`src/rtl/uart_rx_cmd_collector_pkg.sv`:
```
// Shared definitions for the Bluetooth UART receive path: bit-FSM states, default widths and
// the idle line level.
package uart_rx_cmd_collector_pkg;

  localparam int unsigned DefCntW     = 10;
  localparam int unsigned DefMaxBytes = 4;
  localparam int unsigned LenW        = 3;
  localparam logic        LineIdle    = 1'b1;

  typedef enum logic [1:0] {
    StIdle,
    StStart,
    StData,
    StStop
  } rx_state_e;

endpackage

```
`src/rtl/uart_rx_cmd_collector_byte.sv`:
```
// UART byte receiver: 2-flop synchroniser, start-edge detect and the start/data/stop bit FSM.
// bit_tick also free-runs at the live bit rate while idle so the packet spacing timer can use it.
module uart_rx_cmd_collector_byte
  import uart_rx_cmd_collector_pkg::*;
#(
  parameter int unsigned CNT_W = DefCntW
) (
  input  logic             clk,
  input  logic             resetn,
  input  logic             rx_line,
  input  logic             link_up,
  input  logic [CNT_W-1:0] uart_cpd,
  output logic             byte_valid,
  output logic [7:0]       byte_data,
  output logic             byte_ferr,
  output logic             busy,
  output logic             bit_tick
);

  logic             sync1_q, sync2_q, prev_q;
  logic             fall_edge;
  logic [CNT_W-1:0] cpd_live;
  logic             half_end, bit_end;

  rx_state_e        state_q, state_d;
  logic [CNT_W-1:0] timer_q, timer_d;
  logic [CNT_W-1:0] cpd_q, cpd_d;
  logic [2:0]       bit_cnt_q, bit_cnt_d;
  logic [7:0]       shift_q, shift_d;

  assign cpd_live  = (uart_cpd < CNT_W'(2)) ? CNT_W'(2) : uart_cpd;
  assign fall_edge = prev_q & ~sync2_q;
  assign half_end  = timer_q >= ((cpd_q >> 1) - CNT_W'(1));
  assign bit_end   = timer_q >= (cpd_q - CNT_W'(1));

  assign busy      = (state_q != StIdle);
  assign byte_data = shift_q;

  always_ff @(posedge clk or negedge resetn) begin
    if (!resetn) begin
      sync1_q   <= LineIdle;
      sync2_q   <= LineIdle;
      prev_q    <= LineIdle;
      state_q   <= StIdle;
      timer_q   <= '0;
      cpd_q     <= CNT_W'(2);
      bit_cnt_q <= '0;
      shift_q   <= '0;
    end else begin
      sync1_q   <= rx_line;
      sync2_q   <= sync1_q;
      prev_q    <= sync2_q;
      state_q   <= state_d;
      timer_q   <= timer_d;
      cpd_q     <= cpd_d;
      bit_cnt_q <= bit_cnt_d;
      shift_q   <= shift_d;
    end
  end

  always_comb begin
    state_d    = state_q;
    timer_d    = timer_q + CNT_W'(1);
    cpd_d      = cpd_q;
    bit_cnt_d  = bit_cnt_q;
    shift_d    = shift_q;
    byte_valid = 1'b0;
    byte_ferr  = 1'b0;
    bit_tick   = 1'b0;

    unique case (state_q)
      StIdle: begin
        if (timer_q >= (cpd_live - CNT_W'(1))) begin
          bit_tick = 1'b1;
          timer_d  = '0;
        end
        // Bit period is frozen here so a mid-byte uart_cpd change waits for the next start bit.
        if (fall_edge) begin
          state_d = StStart;
          timer_d = '0;
          cpd_d   = cpd_live;
        end
      end
      StStart: begin
        if (half_end) begin
          bit_tick  = 1'b1;
          timer_d   = '0;
          bit_cnt_d = '0;
          state_d   = (sync2_q == LineIdle) ? StIdle : StData;
        end
      end
      StData: begin
        if (bit_end) begin
          bit_tick  = 1'b1;
          timer_d   = '0;
          shift_d   = {sync2_q, shift_q[7:1]};
          bit_cnt_d = bit_cnt_q + 3'd1;
          if (bit_cnt_q == 3'd7) state_d = StStop;
        end
      end
      StStop: begin
        if (bit_end) begin
          bit_tick   = 1'b1;
          timer_d    = '0;
          state_d    = StIdle;
          byte_valid = (sync2_q == LineIdle);
          byte_ferr  = (sync2_q != LineIdle);
        end
      end
    endcase

    if (!link_up) begin
      state_d    = StIdle;
      byte_valid = 1'b0;
      byte_ferr  = 1'b0;
    end
  end

endmodule

```
`src/rtl/uart_rx_cmd_collector.sv`:
```
// Bluetooth UART receive command collector: groups received bytes into packets closed either by
// reaching MAX_BYTES or by an idle gap of uart_byte_spacing_limit bit periods.
module uart_rx_cmd_collector
  import uart_rx_cmd_collector_pkg::*;
#(
  parameter int unsigned MAX_BYTES = DefMaxBytes,
  parameter int unsigned CNT_W     = DefCntW
) (
  input  logic                   clk,
  input  logic                   resetn,
  input  logic                   rx_line,
  input  logic                   link_up,
  input  logic [CNT_W-1:0]       uart_cpd,
  input  logic [CNT_W-1:0]       uart_byte_spacing_limit,
  output logic                   cmd_valid,
  output logic [MAX_BYTES*8-1:0] cmd_data,
  output logic [LenW-1:0]        cmd_len,
  output logic                   frame_err,
  output logic                   rx_busy
);

  localparam logic [LenW-1:0] LastIdx = LenW'(MAX_BYTES - 1);

  logic       byte_valid, byte_ferr, busy, bit_tick;
  logic [7:0] byte_data;

  logic [LenW-1:0]        count_q, count_d;
  logic [MAX_BYTES*8-1:0] slots_q, slots_d;
  logic [CNT_W-1:0]       spacing_q, spacing_d;
  logic                   close;
  logic [LenW-1:0]        close_len;
  logic [MAX_BYTES*8-1:0] close_data;
  logic                   ferr_d;

  logic                   cmd_valid_q;
  logic [MAX_BYTES*8-1:0] cmd_data_q;
  logic [LenW-1:0]        cmd_len_q;
  logic                   frame_err_q;

  uart_rx_cmd_collector_byte #(
    .CNT_W(CNT_W)
  ) u_rx_byte (
    .clk       (clk),
    .resetn    (resetn),
    .rx_line   (rx_line),
    .link_up   (link_up),
    .uart_cpd  (uart_cpd),
    .byte_valid(byte_valid),
    .byte_data (byte_data),
    .byte_ferr (byte_ferr),
    .busy      (busy),
    .bit_tick  (bit_tick)
  );

  always_comb begin
    count_d    = count_q;
    slots_d    = slots_q;
    spacing_d  = spacing_q;
    close      = 1'b0;
    close_len  = count_q;
    close_data = slots_q;
    ferr_d     = 1'b0;

    if (busy || count_q == '0) begin
      spacing_d = '0;
    end else if (bit_tick && spacing_q != '1) begin
      spacing_d = spacing_q + CNT_W'(1);
    end

    if (!link_up) begin
      count_d   = '0;
      slots_d   = '0;
      spacing_d = '0;
    end else if (byte_ferr) begin
      count_d = '0;
      slots_d = '0;
      ferr_d  = 1'b1;
    end else if (byte_valid) begin
      for (int i = 0; i < MAX_BYTES; i++) begin
        if (count_q == LenW'(i)) slots_d[i*8 +: 8] = byte_data;
      end
      spacing_d = '0;
      if (count_q == LastIdx) begin
        close      = 1'b1;
        close_len  = count_q + LenW'(1);
        close_data = slots_d;
        count_d    = '0;
        slots_d    = '0;
      end else begin
        count_d = count_q + LenW'(1);
      end
    end else if (!busy && count_q != '0 && spacing_q >= uart_byte_spacing_limit) begin
      // busy is still low on the start-edge cycle, so a simultaneous edge loses to the close.
      close     = 1'b1;
      count_d   = '0;
      slots_d   = '0;
      spacing_d = '0;
    end
  end

  always_ff @(posedge clk or negedge resetn) begin
    if (!resetn) begin
      count_q     <= '0;
      slots_q     <= '0;
      spacing_q   <= '0;
      cmd_valid_q <= 1'b0;
      cmd_data_q  <= '0;
      cmd_len_q   <= '0;
      frame_err_q <= 1'b0;
    end else begin
      count_q     <= count_d;
      slots_q     <= slots_d;
      spacing_q   <= spacing_d;
      cmd_valid_q <= close;
      frame_err_q <= ferr_d;
      if (close) begin
        cmd_data_q <= close_data;
        cmd_len_q  <= close_len;
      end
    end
  end

  assign cmd_valid = cmd_valid_q;
  assign cmd_data  = cmd_data_q;
  assign cmd_len   = cmd_len_q;
  assign frame_err = frame_err_q;
  assign rx_busy   = busy;

endmodule
```
`config.mk`:
```
export PLATFORM = sky130hd
export DESIGN_NAME = uart_rx_cmd_collector
export DESIGN_NICKNAME = d
export VERILOG_FILES = /design/src/rtl/uart_rx_cmd_collector_pkg.sv /design/src/rtl/uart_rx_cmd_collector_byte.sv /design/src/rtl/uart_rx_cmd_collector.sv
export SDC_FILE = /design/constraint.sdc
export NUM_CORES = 1
export LEC_CHECK = 0
export ABC_AREA = 1
export BUFFER_PORTS_ARGS = -buffer_cell sky130_fd_sc_hd__buf_2
export CORE_AREA = 2 2 162 164
export CTS_CLUSTER_DIAMETER = 150
export DETAILED_ROUTE_END_ITERATION = 16
export DIE_AREA = 0 0 164 166
export PLACE_DENSITY_LB_ADDON = 0.08
export SYNTH_ARGS = -nofsm -noshare
export SYNTH_HDL_FRONTEND = slang
export SYNTH_SLANG_ARGS = --single-unit
```
`constraint.sdc`:
```
create_clock -name clk -period 3.7 [get_ports clk]
set_input_delay 0.37 -clock clk [delete_from_list [all_inputs] [get_ports clk]]
set_output_delay 0.37 -clock clk [all_outputs]
set_load 0.02 [all_outputs]
```
# --- Word-level counts from Yosys, hierarchy flattened ---
# Cells that the tools add are included.
word_totals:
  output_inout_bits: 38
  ff_bits: 118
  wordCells: 122
classes:
  bitwise: 2
  order_cmp: 5
  mux: 62
  addsub: 7
  reduce_logical: 15
  n_eq_ne: 16
op_table:
  columns: ["cell", "n"]
  rows:
  - ["two-way mux 32 bit", 9]
  - ["two-way mux 10 bit", 11]
  - [">= comparator 10 bit", 4]
  - ["two-way mux 3 bit", 11]
  - ["two-way mux 8 bit", 4]
  - ["case mux 10 bit (3 select lines)", 1]
  - ["adder 10 x 1 -> 10 bit (second input constant)", 2]
  - ["subtractor 10 x 1 -> 10 bit (second input constant)", 2]
  - ["two-way mux 1 bit", 16]
  - ["!= test 3 x 2 -> 1 bit (second input constant)", 5]
  - ["two-way mux 2 bit", 7]
  - ["less-than comparator 10 x 2 -> 1 bit (second input constant)", 1]
  - ["!= test 10 bit (second input constant)", 1]
  - ["subtractor 9 x 1 -> 10 bit (second input constant)", 1]
  - ["case mux 2 bit (4 select lines)", 1]
  - ["adder 3 x 1 -> 3 bit (second input constant)", 2]
  - ["== test 3 x 2 -> 1 bit (second input constant)", 2]
  - ["case mux 3 bit (2 select lines)", 1]
  - ["AND reduction 5 bit", 1]
  - ["== test 2 bit (second input constant)", 2]
  - ["!= test 2 x 1 -> 1 bit (second input constant)", 2]
  - ["!= test 4 x 1 -> 1 bit (second input constant)", 1]
  - ["AND reduction 2 bit", 2]
  - ["nonzero test 2 bit", 2]
  - ["14 further kinds", 16]

# --- Longest topological paths before layout ---
# Gate-level depths: netlist (run 1).
depth:
  word_depth: 13
  ltp_mapped: 22
  ltp_nobuf: 21

# --- Cells and area by module ---
# From an unflattened synthesis (run 1), not the netlist that was laid out.
hier_totals:
  cells_unflattened: 1004
  area_unflattened_um2: 7442.1
by_module_without_submodules:
  columns: ["mod", "cells_per_inst", "area_per_inst_um2", "instances"]
  rows:
  - ["uart_rx_cmd_collector", 634, 4593.2, 1]
  - ["uart_rx_cmd_collector_byte", 370, 2849.0, 1]

# --- Worst setup path before layout (run 1) ---
# Ideal clock, no wire load.
synth_timing:
  kind: "reg2reg"
  start: "register u_rx_byte.cpd_q[1]"
  end: "register cmd_data_q[24] (netlist: cmd_data[24])"
  path_buffers: 2
  required_time_ps: 3584
  path_slack_ps: 732
  synth_period_minus_slack_ps: 2968
  arrival_time_ps: 2852
  path_stages_with_launch: 22
  path_cell_list: "dfstp_2 > inv_1 > ha_1 > nand2_1 > nor4_1 > nand2_1 > xor2_1 > inv_1 > ha_1 > nand2_2 > nor2_4 > nand3_2 > nand3_4 > nand2_4 > nor2_4 > buf_6 > inv_4 > nand2_2 > nand3_2 > buf_2 > nand2_1 > nand2_1"
synth_between:
  elab_chain_len: 8
  elab_cells_between_ends: 14
  cone_classes: "1 x add/sub; 1 x order compare; 12 x mux"
synth_lines:
  columns: ["element", "line", "source"]
  rows:
  - ["start, declared", "uart_rx_cmd_collector_byte.sv:27", "logic [CNT_W-1:0] cpd_q, cpd_d;"]
  - ["start signal, assigned", "uart_rx_cmd_collector_byte.sv:55", "cpd_q <= cpd_d;"]
  - ["subtractor 10 x 1 -> 10 bit *", "uart_rx_cmd_collector_byte.sv:34", "assign bit_end = timer_q >= (cpd_q - CNT_W'(1));"]
  - [">= comparator 10 bit *", "uart_rx_cmd_collector_byte.sv:34", null]
  - ["two-way mux 1 bit", "uart_rx_cmd_collector_byte.sv:102", "if (bit_end) begin"]
  - ["two-way mux 1 bit", "uart_rx_cmd_collector_byte.sv:71", "unique case (state_q)"]
  - ["two-way mux 1 bit", "uart_rx_cmd_collector_byte.sv:112", "if (!link_up) begin"]
  - ["two-way mux 32 bit or two-way mux 1 bit (tied branches)", "uart_rx_cmd_collector.sv:78", "end else if (byte_valid) begin"]
  - ["two-way mux 32 bit or two-way mux 1 bit (tied branches)", "uart_rx_cmd_collector.sv:74", "end else if (byte_ferr) begin"]
  - ["two-way mux 32 bit or two-way mux 1 bit (tied branches)", "uart_rx_cmd_collector.sv:70", "if (!link_up) begin"]
  - ["end signal, assigned", "uart_rx_cmd_collector.sv:117", "cmd_data_q <= close_data;"]
  - ["end, declared", "uart_rx_cmd_collector.sv:36", "logic [MAX_BYTES*8-1:0] cmd_data_q;"]
# Mark *: on every way between the ends. The rest lies on a longest branch, timed or not.
# A chain may end at the register's enable or synchronous reset.

# --- Worst setup path after layout (run 1) ---
layout_timing:
  start: "register u_rx_byte.cpd_q[1]"
  end: "register cmd_data_q[18] (netlist: cmd_data[18])"
# Same word-level chain as after synthesis.

==> results of run 1 <==
## cells in the mapped netlist (all sizes together) (2+ instances only)
master	number	area, um2
mux2i	9	90.09
nor3	4	20.02
o211ai	2	15.01
buf	12	85.08
o22ai	9	56.30
nand3b	23	172.7
nand2	295	1122
a21oi	33	176.4
xnor2	5	43.79
nand4	16	100.1
nor4	2	12.51
clkbuf	20	75.07
inv	99	374.1
xor2	27	236.5
dfrtp	114	2853
nand3	27	162.7
o21ai	92	460.4
nor2	73	291.5
mux2	2	22.52
ha	58	725.7
dfstp	4	105.1
## metal layers
layer | part of all wire (%) | up-vias | global-route usage [%]
li1 | - | 3136 | -
met1 | 53 | 2763 | 22.14
met2 | 43 | 84 | 22.94
met3 | 3.0 | 10 | 3.022
met4 | 0.82 | 0 | 3.432
met5 | 0 | - | 0
## where the power goes
| part | internal, mW | total, mW | switching [mW] |
|---|---|---|---|
| Sequential | 1.39 | 1.53 | 0.143 |
| Combinational | 0.437 | 1.20 | 0.761 |
| Clock | 1.04 | 1.65 | 0.613 |
| Total | 2.86 | 4.38 | 1.52 |
## sequential cells by signal, summed over array words and instances (netlist names)
register             cells
u_rx_byte.state_q        2
slots_q                 32
u_rx_byte.timer_q       10
u_rx_byte.sync1_q        1
u_rx_byte.prev_q         1
frame_err                1
cmd_valid                1
u_rx_byte.cpd_q         10
cmd_data                32
u_rx_byte.byte_data      8
cmd_len                  3
count_q                  3
u_rx_byte.sync2_q        1
spacing_q               10
u_rx_byte.bit_cnt_q      3
## layout make-up
cell class	count	area, um2
fillers	2756	17080
multi-input cells	682	3756
flip-flops and latches	118	2958
clock buffers	22	474.2
repair buffers	78	447.9
well taps	335	419.2
inverters	100	377.9
clock inverters	8	100.1
## through the flow
stage          area (um2)  util [%]  cells
2_1_floorplan        7243         -    932
3_3_place_gp         7953     31.05   1313
3_5_place_dp         7953     31.05   1313
4_1_cts              8527     33.29   1343
5_1_grt              8533     33.31   1343
6_report             8533     33.31   1343
## critical path, delay by kind of cell (launching register included)
kind / cells / cell delay [ns]
buffers and inverters: 4 / 0.75
AO/OA/AOI/OAI: 1 / 0.05
XOR/XNOR: 1 / 0.14
adder cells (fa/ha/maj): 2 / 0.55
AND/OR/NAND/NOR: 12 / 1.33
flip-flops: 1 / 0.37
## cell families after synthesis
logic type / synth area share (%)
compound gates: 10.23
simple gates: 26.07
fa+ha+maj: 10.02
mux: 1.555
buf+inv: 7.428
xor+xnor: 3.869
flops: 40.84
## worst paths after layout
path	to	slack (ns)
setup reg to reg	cmd_data[18]	0.42
hold / removal	u_rx_byte.sync1_q	0.05
hold reg to reg	u_rx_byte.sync2_q	0.35
setup / recovery	cmd_data[18]	0.42
max in group asynchronous	u_rx_byte.prev_q	2.78
min in group asynchronous	spacing_q[3]	0.09
## placed cells by master, fill, tap and decap left out, types with 2 or more instances in the layout
cell type / instances
nand2_1: 291
dfrtp_1: 114
inv_1: 97
o21ai_0: 92
nor2_1: 69
buf_2: 60
ha_1: 58
a21oi_1: 32
xor2_1: 27
nand3_1: 23
nand3b_1: 23
clkbuf_16: 17
buf_4: 17
nand4_1: 16
o22ai_1: 9
mux2i_1: 9
xnor2_1: 5
nor3_1: 4
dfstp_2: 4
nand2_2: 3
nand3_2: 3
clkbuf_8: 3
clkinv_2: 3
nor2_4: 2
nor2_2: 2
o211ai_1: 2
mux2_2: 2
clkbuf_1: 2
clkinv_4: 2
bufinv_16: 2
==> qor.csv, run 1 <==
stage,metric,value,unit
run_status,status,"finished, final reports clean",
layout,fin_nets,1079,
place,dp_hpwl,13640,um
die,ios,62,
setup_path,max_stage_delay,0.37,ns
sta,fin_setup_tns,0,ns
global_routing,first_global_vias,6036,
worst_hold_path,min_from,rx_line,
setup_path,crit_slowest_cell,dfstp_2,
global_routing,grtUsageTotal,15.13,%
synth,yosys_warnings,0,
place,post-place-ws,0.2677,ns
power_and_ir_drop,finalPower,4.379,mW
die,die_width,164,um
sta,finalMaxSlewViolations,0,
sta,hold_violations,0,
place,gp_congestion,0.7734,
setup_path,startpoint_type,register,
detailed_routing,routed_wl,19330,um
cts,h-tree-depth,4,
synth,netlist_instances,932,
sta,worst_slack,0.4202,ns
setup_path,crit_path_frequent_cell,nand2_1,
sta,fin_skew,0.008686,ns
cts,cts_setup_buffers,0,
sta,slew_headroom,39.23,%
setup_path,setup.worst_path.start,u_rx_byte.cpd_q[1],
power_and_ir_drop,irDropWorstVdd,259.9,uV
setup_path,crit_chain,inv_1 -> ha_1 -> nand2_1 -> nor4_2 -> nand2_1 -> xor2_1 -> inv_1 -> ha_1 -> nand2_2 -> a21oi_1 -> nor2_2 -> nand3_4 -> nand2_4 -> nor2_4 -> inv_4 -> nand2_2 -> nand3_2 -> buf_4 -> nand2_1 -> nand2_1,
global_routing,grt_overflow,0,
global_routing,antenna_found_initial,0,
setup_path,rr_worst_depth,20,
synth,synth_nets,1014,
detailed_routing,wl_per_cell,14.39,um
layout,antenna_cells,0,
worst_hold_path,hold_path_class,in2reg,
setup_path,crit_path_end_kind,register,
setup_path,crit_required,4.05,ns
cts,numCtsBuffers,17,
cts,cts.path.max_buffers,2,
die,core,25620,um2
cts,cts_hold_buf,0,
synth,async_reset_ff_share,100.0,%
detailed_routing,drc_errors,0,
cts,clock-sinks,118,
synth,ys_seq_elements,118,
synth,synth_top_flop_cell,dfrtp_1,
synth,seq_area_frac_synth,40.84,%
detailed_routing,via_per_inst,4.462,
setup_path,r2r_start,u_rx_byte.cpd_q[1],
detailed_routing,dr.pass1.iters,5,
place,port_buffers,61,
flow_run,drv_cap,0,
detailed_routing,drt_iter0_markers,315,
synth,synth_cell_types,37,
sta,grt_setup_unrepaired,false,
sta,worst_pin_slew,0.9116,ns
cts,clock-root-buffer,clkbuf_16,
cts,cts.repair.resized,0,
die,start_util,28.28,%
global_routing,grt_first_pass_wirelength,32280,um
global_routing,grt_start_max_net_pins,65,
setup_path,worstPathArrival,3.63,ns
sta,fmax,0.3049,GHz
die,die_area,27220,um2
cts,clk_pin_slew_worst_paths,0.05,ns
detailed_routing,ant_nets,0,
sta,fin_crit_sh,88.64,%
worst_hold_path,holdPathStages,1,
synth,synth_edf_count,0,
power_and_ir_drop,p_per_area,513.2,nW/um2
sta,hold_ws,0.05126,ns
die,rows,59,
sta,setup_viol,0,
synth,syn_area,7243,um2
setup_path,critPathKind,reg2reg,
synth,syn_area_per_cell,7.772,um2
cts,cts_tree,done,
layout,synthToLayoutAreaGrowth,17.81,%
detailed_routing,via_count,5993,
setup_path,crit_path_max_fanout,28,
die,fp.dieH,166,um
power_and_ir_drop,leakage,4.445,nW
cts,insertion_delay,0.42,ns
layout,drive_above_1_share,12.80,%
sta,layout_min_cycle_time,3.280,ns
No activity file was read; power rests on OpenSTA's default activity.
==> run 2, diff against run 1 <==
--- a/config.mk
+++ b/config.mk
@@ -12,6 +12,7 @@
 export DETAILED_ROUTE_END_ITERATION = 16
 export DIE_AREA = 0 0 164 166
 export PLACE_DENSITY_LB_ADDON = 0.08
+export RECOVER_POWER = 50
 export SYNTH_ARGS = -nofsm -noshare
 export SYNTH_HDL_FRONTEND = slang
 export SYNTH_SLANG_ARGS = --single-unit
==> qor.csv, run 2 (synthesis results as in run 1) <==
stage,metric,value,unit
global_routing,grt_overflow,0,
cts,clock-root-buffer,clkbuf_16,
detailed_routing,via_count,6011,
die,core,25620,um2
cts,cts_setup_buffers,0,
setup_path,critPathKind,reg2reg,
setup_path,crit_path_end_kind,register,
sta,fin_crit_sh,88.72,%
setup_path,setup.worst_path.start,u_rx_byte.cpd_q[1],
die,start_util,28.28,%
layout,final_common_cell,nand2_1,
power_and_ir_drop,leakage,4.368,nW
cts,clk_pin_slew_worst_paths,0.05,ns
setup_path,crit_required,4.05,ns
layout,stdcell_count,1343,
sta,finalMaxSlewViolations,65,
cts,cts_tree,done,
setup_path,crit_chain,inv_1 -> ha_1 -> nand2_1 -> nor4_2 -> nand2_1 -> xor2_1 -> inv_1 -> ha_1 -> nand2_2 -> a21oi_1 -> nor2_2 -> nand3_4 -> nand2_4 -> nor2_4 -> inv_4 -> nand2_2 -> nand3_2 -> buf_4 -> nand2_1 -> nand2_1,
setup_path,crit_slowest_cell,dfstp_2,
layout,final_cell_mix,"291 x nand2_1, 114 x dfrtp_1, 97 x inv_1",
setup_path,worstPathArrival,3.63,ns
sta,slew_headroom,-16.45,%
layout,nFillCells,2767,
global_routing,grt_start_max_net_pins,65,
global_routing,antenna_found_initial,0,
sta,layout_min_cycle_time,3.283,ns
setup_path,crit_path_max_fanout,28,
detailed_routing,wl_per_cell,14.43,um
run_status,status,"complete, but fails checks",
cts,insertion_delay,0.42,ns
global_routing,grtUsageTotal,15.13,%
sta,worst_pin_slew,1.747,ns
detailed_routing,routed_wl,19380,um
sta,setup_viol,0,
cts,h-tree-depth,4,
layout,antenna_cells,0,
setup_path,r2r_start,u_rx_byte.cpd_q[1],
place,gp_congestion,0.7734,
detailed_routing,drc_errors,0,
layout,fin_nets,1079,
die,die_area,27220,um2
sta,hold_violations,0,
place,placed_cells,1313,
detailed_routing,drt_iter0_markers,312,
cts,numCtsBuffers,17,
cts,clock-sinks,118,
detailed_routing,via_per_inst,4.476,
detailed_routing,dr.pass1.iters,4,
worst_hold_path,hold_path_class,in2reg,
global_routing,grt_first_pass_wirelength,32280,um
die,fp.dieH,166,um
setup_path,crit_path_frequent_cell,nand2_1,
layout,drive_above_1_share,11.11,%
die,ios,62,
sta,fmax,0.3046,GHz
layout,synthToLayoutAreaGrowth,17.29,%
power_and_ir_drop,finalPower,4.377,mW
power_and_ir_drop,irDropWorstVdd,259.9,uV
setup_path,startpoint_type,register,
place,dp_hpwl,13640,um
sta,fin_setup_tns,0,ns
sta,fin_skew,0.008738,ns
power_and_ir_drop,p_per_area,515.2,nW/um2
run_status,violations,"capacitance limit, slew limit",
detailed_routing,ant_nets,0,
flow_run,drv_cap,1,
setup_path,cpLargestDelayFamily,simple AND/OR/NAND/NOR gates,
die,rows,59,
sta,grt_setup_unrepaired,false,
die,die_width,164,um
place,port_buffers,61,
setup_path,cp_num_buf_inv,4,
setup_path,max_stage_delay,0.37,ns
global_routing,first_global_vias,6036,
worst_hold_path,min_from,rx_line,
cts,cts.path.max_buffers,2,
==> run 2: final timing paths <==
path | end | slack (ns) | cells after the start
setup reg to reg | cmd_data[18] | 0.42 | 20
max in group asynchronous | slots_q[11] | 1.05 | 2
hold / removal | u_rx_byte.sync1_q | 0.05 | 1
hold reg to reg | u_rx_byte.sync2_q | 0.36 | 0
setup / recovery | cmd_data[18] | 0.42 | 20
min in group asynchronous | spacing_q[3] | 0.42 | 1
==> run 2: power by group <==
group / leakage [nW] / switching, mW / internal [mW]
combinational: 2.47 / 0.761 / 0.435
clock: 0.282 / 0.613 / 1.04
sequential: 1.61 / 0.144 / 1.39
==> run 2: final cells by class <==
class | count | area [um2] | area share, %
Clock inverter | 8 | 100.1 | 1.178
Timing Repair Buffer | 78 | 410.4 | 4.831
Sequential cell | 118 | 2958 | 34.82
Inverter | 100 | 377.9 | 4.448
Multi-Input combinational cell | 682 | 3756 | 44.21
Tap cell | 335 | 419.2 | 4.934
Clock buffer | 22 | 474.2 | 5.582
==> run 2: repair_timing <==
| item | 4_1_cts | 5_1_grt |
|---|---|---|
| setup endpoints to repair | 0 | 31 |
| hold buffers | 0 | 0 |
| gates resized for setup | 0 | 1 |
| hold endpoints to repair | 0 | 0 |
==> run 2: worst register-to-register path, delay by kind of cell (launching register included) <==
kind / cells / cell delay, ns
compound gates: 1 / 0.05
xor+xnor: 1 / 0.14
fa+ha+maj: 2 / 0.55
buf+inv: 4 / 0.75
flops: 1 / 0.37
simple gates: 12 / 1.36
==> run 2: metal layers <==
layer | global-route usage, % | wire, um | vias up
li1 | - | - | 3138
met1 | 22.14 | 10350 | 2780
met2 | 22.94 | 8282 | 83
met3 | 3.022 | 590 | 10
met4 | 3.432 | 159 | 0
met5 | 0 | 0 | -
==> run 2: metrics by stage <==
stage	cell area, um2	hold WS [ns]	utilization (%)	setup slack, ns
floorplan	7243	0.07441	-	0.7316
global route	8496	0.03005	33.17	0.04509
finish	8496	0.05151	33.17	0.4172
CTS	8527	0.03573	33.29	0.2486
global placement	7953	0.3475	31.05	0.2731
detailed placement	7953	0.3496	31.05	0.2677
==> run 3, diff against run 2 <==
--- a/config.mk
+++ b/config.mk
@@ -7,12 +7,12 @@
 export LEC_CHECK = 0
 export ABC_AREA = 1
 export BUFFER_PORTS_ARGS = -buffer_cell sky130_fd_sc_hd__buf_2
-export CORE_AREA = 2 2 162 164
+export CORE_AREA = 2 2 130 132
 export CTS_CLUSTER_DIAMETER = 150
 export DETAILED_ROUTE_END_ITERATION = 16
-export DIE_AREA = 0 0 164 166
+export DIE_AREA = 0 0 132 134
 export PLACE_DENSITY_LB_ADDON = 0.08
-export RECOVER_POWER = 50
+export RECOVER_POWER = 100
 export SYNTH_ARGS = -nofsm -noshare
 export SYNTH_HDL_FRONTEND = slang
 export SYNTH_SLANG_ARGS = --single-unit
==> qor.csv, run 3 (synthesis results as in run 1) <==
stage,metric,value,unit
layout,synthToLayoutAreaGrowth,15.89,%
die,core,16290,um2
place,dp_hpwl,11420,um
power_and_ir_drop,p_per_area,530.7,nW/um2
sta,fmax,0.3009,GHz
setup_path,crit_path_end_kind,register,
power_and_ir_drop,finalPower,4.455,mW
layout,seq_area,2958,um2
layout,multiInputGateArea,3755,um2
detailed_routing,wl_per_cell,14.18,um
place,port_buffers,61,
die,rows,47,
detailed_routing,drc_errors,0,
layout,drive_above_1_share,9.019,%
sta,worst_pin_slew,2.975,ns
cts,clock-root-buffer,clkbuf_16,
setup_path,cp_num_buf_inv,3,
cts,clock-sinks,118,
sta,setup_viol,0,
place,placed_cells,1194,
sta,layout_min_cycle_time,3.323,ns
setup_path,cpLargestDelayFamily,simple AND/OR/NAND/NOR gates,
global_routing,grtUsageTotal,20.45,%
detailed_routing,drt_iter0_markers,490,
setup_path,crit_path_max_fanout,45,
die,die_area,17690,um2
cts,h-tree-depth,4,
setup_path,crit_slowest_cell,buf_4,
cts,clk_pin_slew_worst_paths,0.06,ns
sta,fin_skew,0.007740,ns
cts,numCtsBuffers,17,
die,start_util,44.47,%
power_and_ir_drop,irDropWorstVdd,393.1,uV
die,die_width,132,um
sta,finalMaxSlewViolations,119,
setup_path,worstPathArrival,3.69,ns
detailed_routing,routed_wl,17430,um
place,gp_congestion,0.8162,
run_status,violations,"capacitance limit, slew limit",
layout,final_cell_mix,"291 x nand2_1, 114 x dfrtp_1, 97 x inv_1",
layout,antenna_cells,0,
setup_path,crit_chain,inv_1 -> ha_1 -> nand2_1 -> nor4_1 -> nand2_1 -> xor2_1 -> inv_1 -> ha_1 -> nand2_2 -> nor2_4 -> nand3_2 -> nand3_4 -> nand2_4 -> nor2_4 -> buf_4 -> nand3b_1 -> nand2_1 -> nand2_1 -> nand2_1,
setup_path,max_stage_delay,0.44,ns
layout,stdcell_count,1229,
cts,cts_hold_buf,0,
layout,fin_nets,1078,
sta,fin_crit_sh,89.82,%
run_status,status,"complete, but fails checks",
global_routing,grt_first_pass_wirelength,28660,um
die,ios,62,
setup_path,crit_required,4.06,ns
setup_path,startpoint_type,register,
detailed_routing,via_per_inst,4.942,
flow_run,drv_cap,1,
detailed_routing,dr.pass1.iters,5,
sta,fin_setup_tns,0,ns
layout,nFillCells,1645,
cts,cts_tree,done,
setup_path,crit_path_frequent_cell,nand2_1,
detailed_routing,ant_nets,0,
worst_hold_path,hold_path_class,in2reg,
global_routing,grt_start_max_net_pins,119,
sta,grt_setup_unrepaired,false,
setup_path,r2r_setup_slack,0.38,ns
die,fp.dieH,134,um
detailed_routing,via_count,6074,
sta,slew_headroom,-98.32,%
layout,final_common_cell,nand2_1,
global_routing,antenna_found_initial,0,
global_routing,grt_overflow,0,
setup_path,critPathKind,reg2reg,
cts,insertion_delay,0.42,ns
cts,cts.path.max_buffers,2,
power_and_ir_drop,leakage,4.302,nW
global_routing,first_global_vias,5629,
sta,hold_violations,0,
run 3: cell count changes in the layout (fill, tap and decap cells not counted), sizes merged:
| cell | change |
|---|---|
| inv | +2 |
| bufinv | +2 |
| buf | -25 |
| clkbuf | +18 |
| a21oi | +1 |
| clkinvlp | -1 |
| clkinv | +4 |
run 3: per-stage QoR:
| step | hold slack [ns] | worst slack, ns | utilization, % | cell area [um2] |
|---|---|---|---|---|
| finish | 0.04454 | 0.3766 | 51.53 | 8394 |
| global route | 0.03073 | 0.01282 | 51.53 | 8394 |
| CTS | 0.03040 | 0.02261 | 51.60 | 8406 |
| detailed placement | 0.3475 | 0.09727 | 47.75 | 7779 |
| global placement | 0.3501 | 0.1473 | 47.75 | 7779 |
| floorplan | 0.07441 | 0.7316 | - | 7243 |
run 3: final cells by class:
class | count | area share [%]
multi-input cells | 683 | 44.73
well taps | 220 | 3.279
inverters | 100 | 4.501
repair buffers | 76 | 4.785
clock inverters | 15 | 2.400
flip-flops and latches | 118 | 35.24
clock buffers | 17 | 5.068
run 3: repair_timing:
item / 4_1_cts / 5_1_grt
resized for setup: 0 / 4
setup endpoints to repair: 0 / 45
endpoints found under the hold margin: 0 / 0
setup buffers: 0 / 2
run 3: per-layer routing:
metal	GRT usage (%)	routed length (um)	vias to the layer above
met5	0	0	-
met4	5.978	248	0
met3	3.893	505	16
met2	30.96	7766	95
met1	29.84	8906	2817
li1	-	-	3146
run 3: path summary, 6_finish.rpt:
kind,from,to,cells past startpoint
hold / removal,rx_line,u_rx_byte.sync1_q,1
setup / recovery,u_rx_byte.cpd_q[1],cmd_data[19],19
min in group asynchronous,resetn,spacing_q[3],2
setup reg to reg,u_rx_byte.cpd_q[1],cmd_data[19],19
max in group asynchronous,resetn,cmd_data[26],2
hold reg to reg,u_rx_byte.sync1_q,u_rx_byte.sync2_q,0
run 3: power breakdown:
group / total (mW) / switching (mW) / internal (mW)
clock: 1.76 / 0.632 / 1.13
combinational: 1.17 / 0.745 / 0.422
sequential: 1.53 / 0.137 / 1.39
total: 4.45 / 1.51 / 2.94
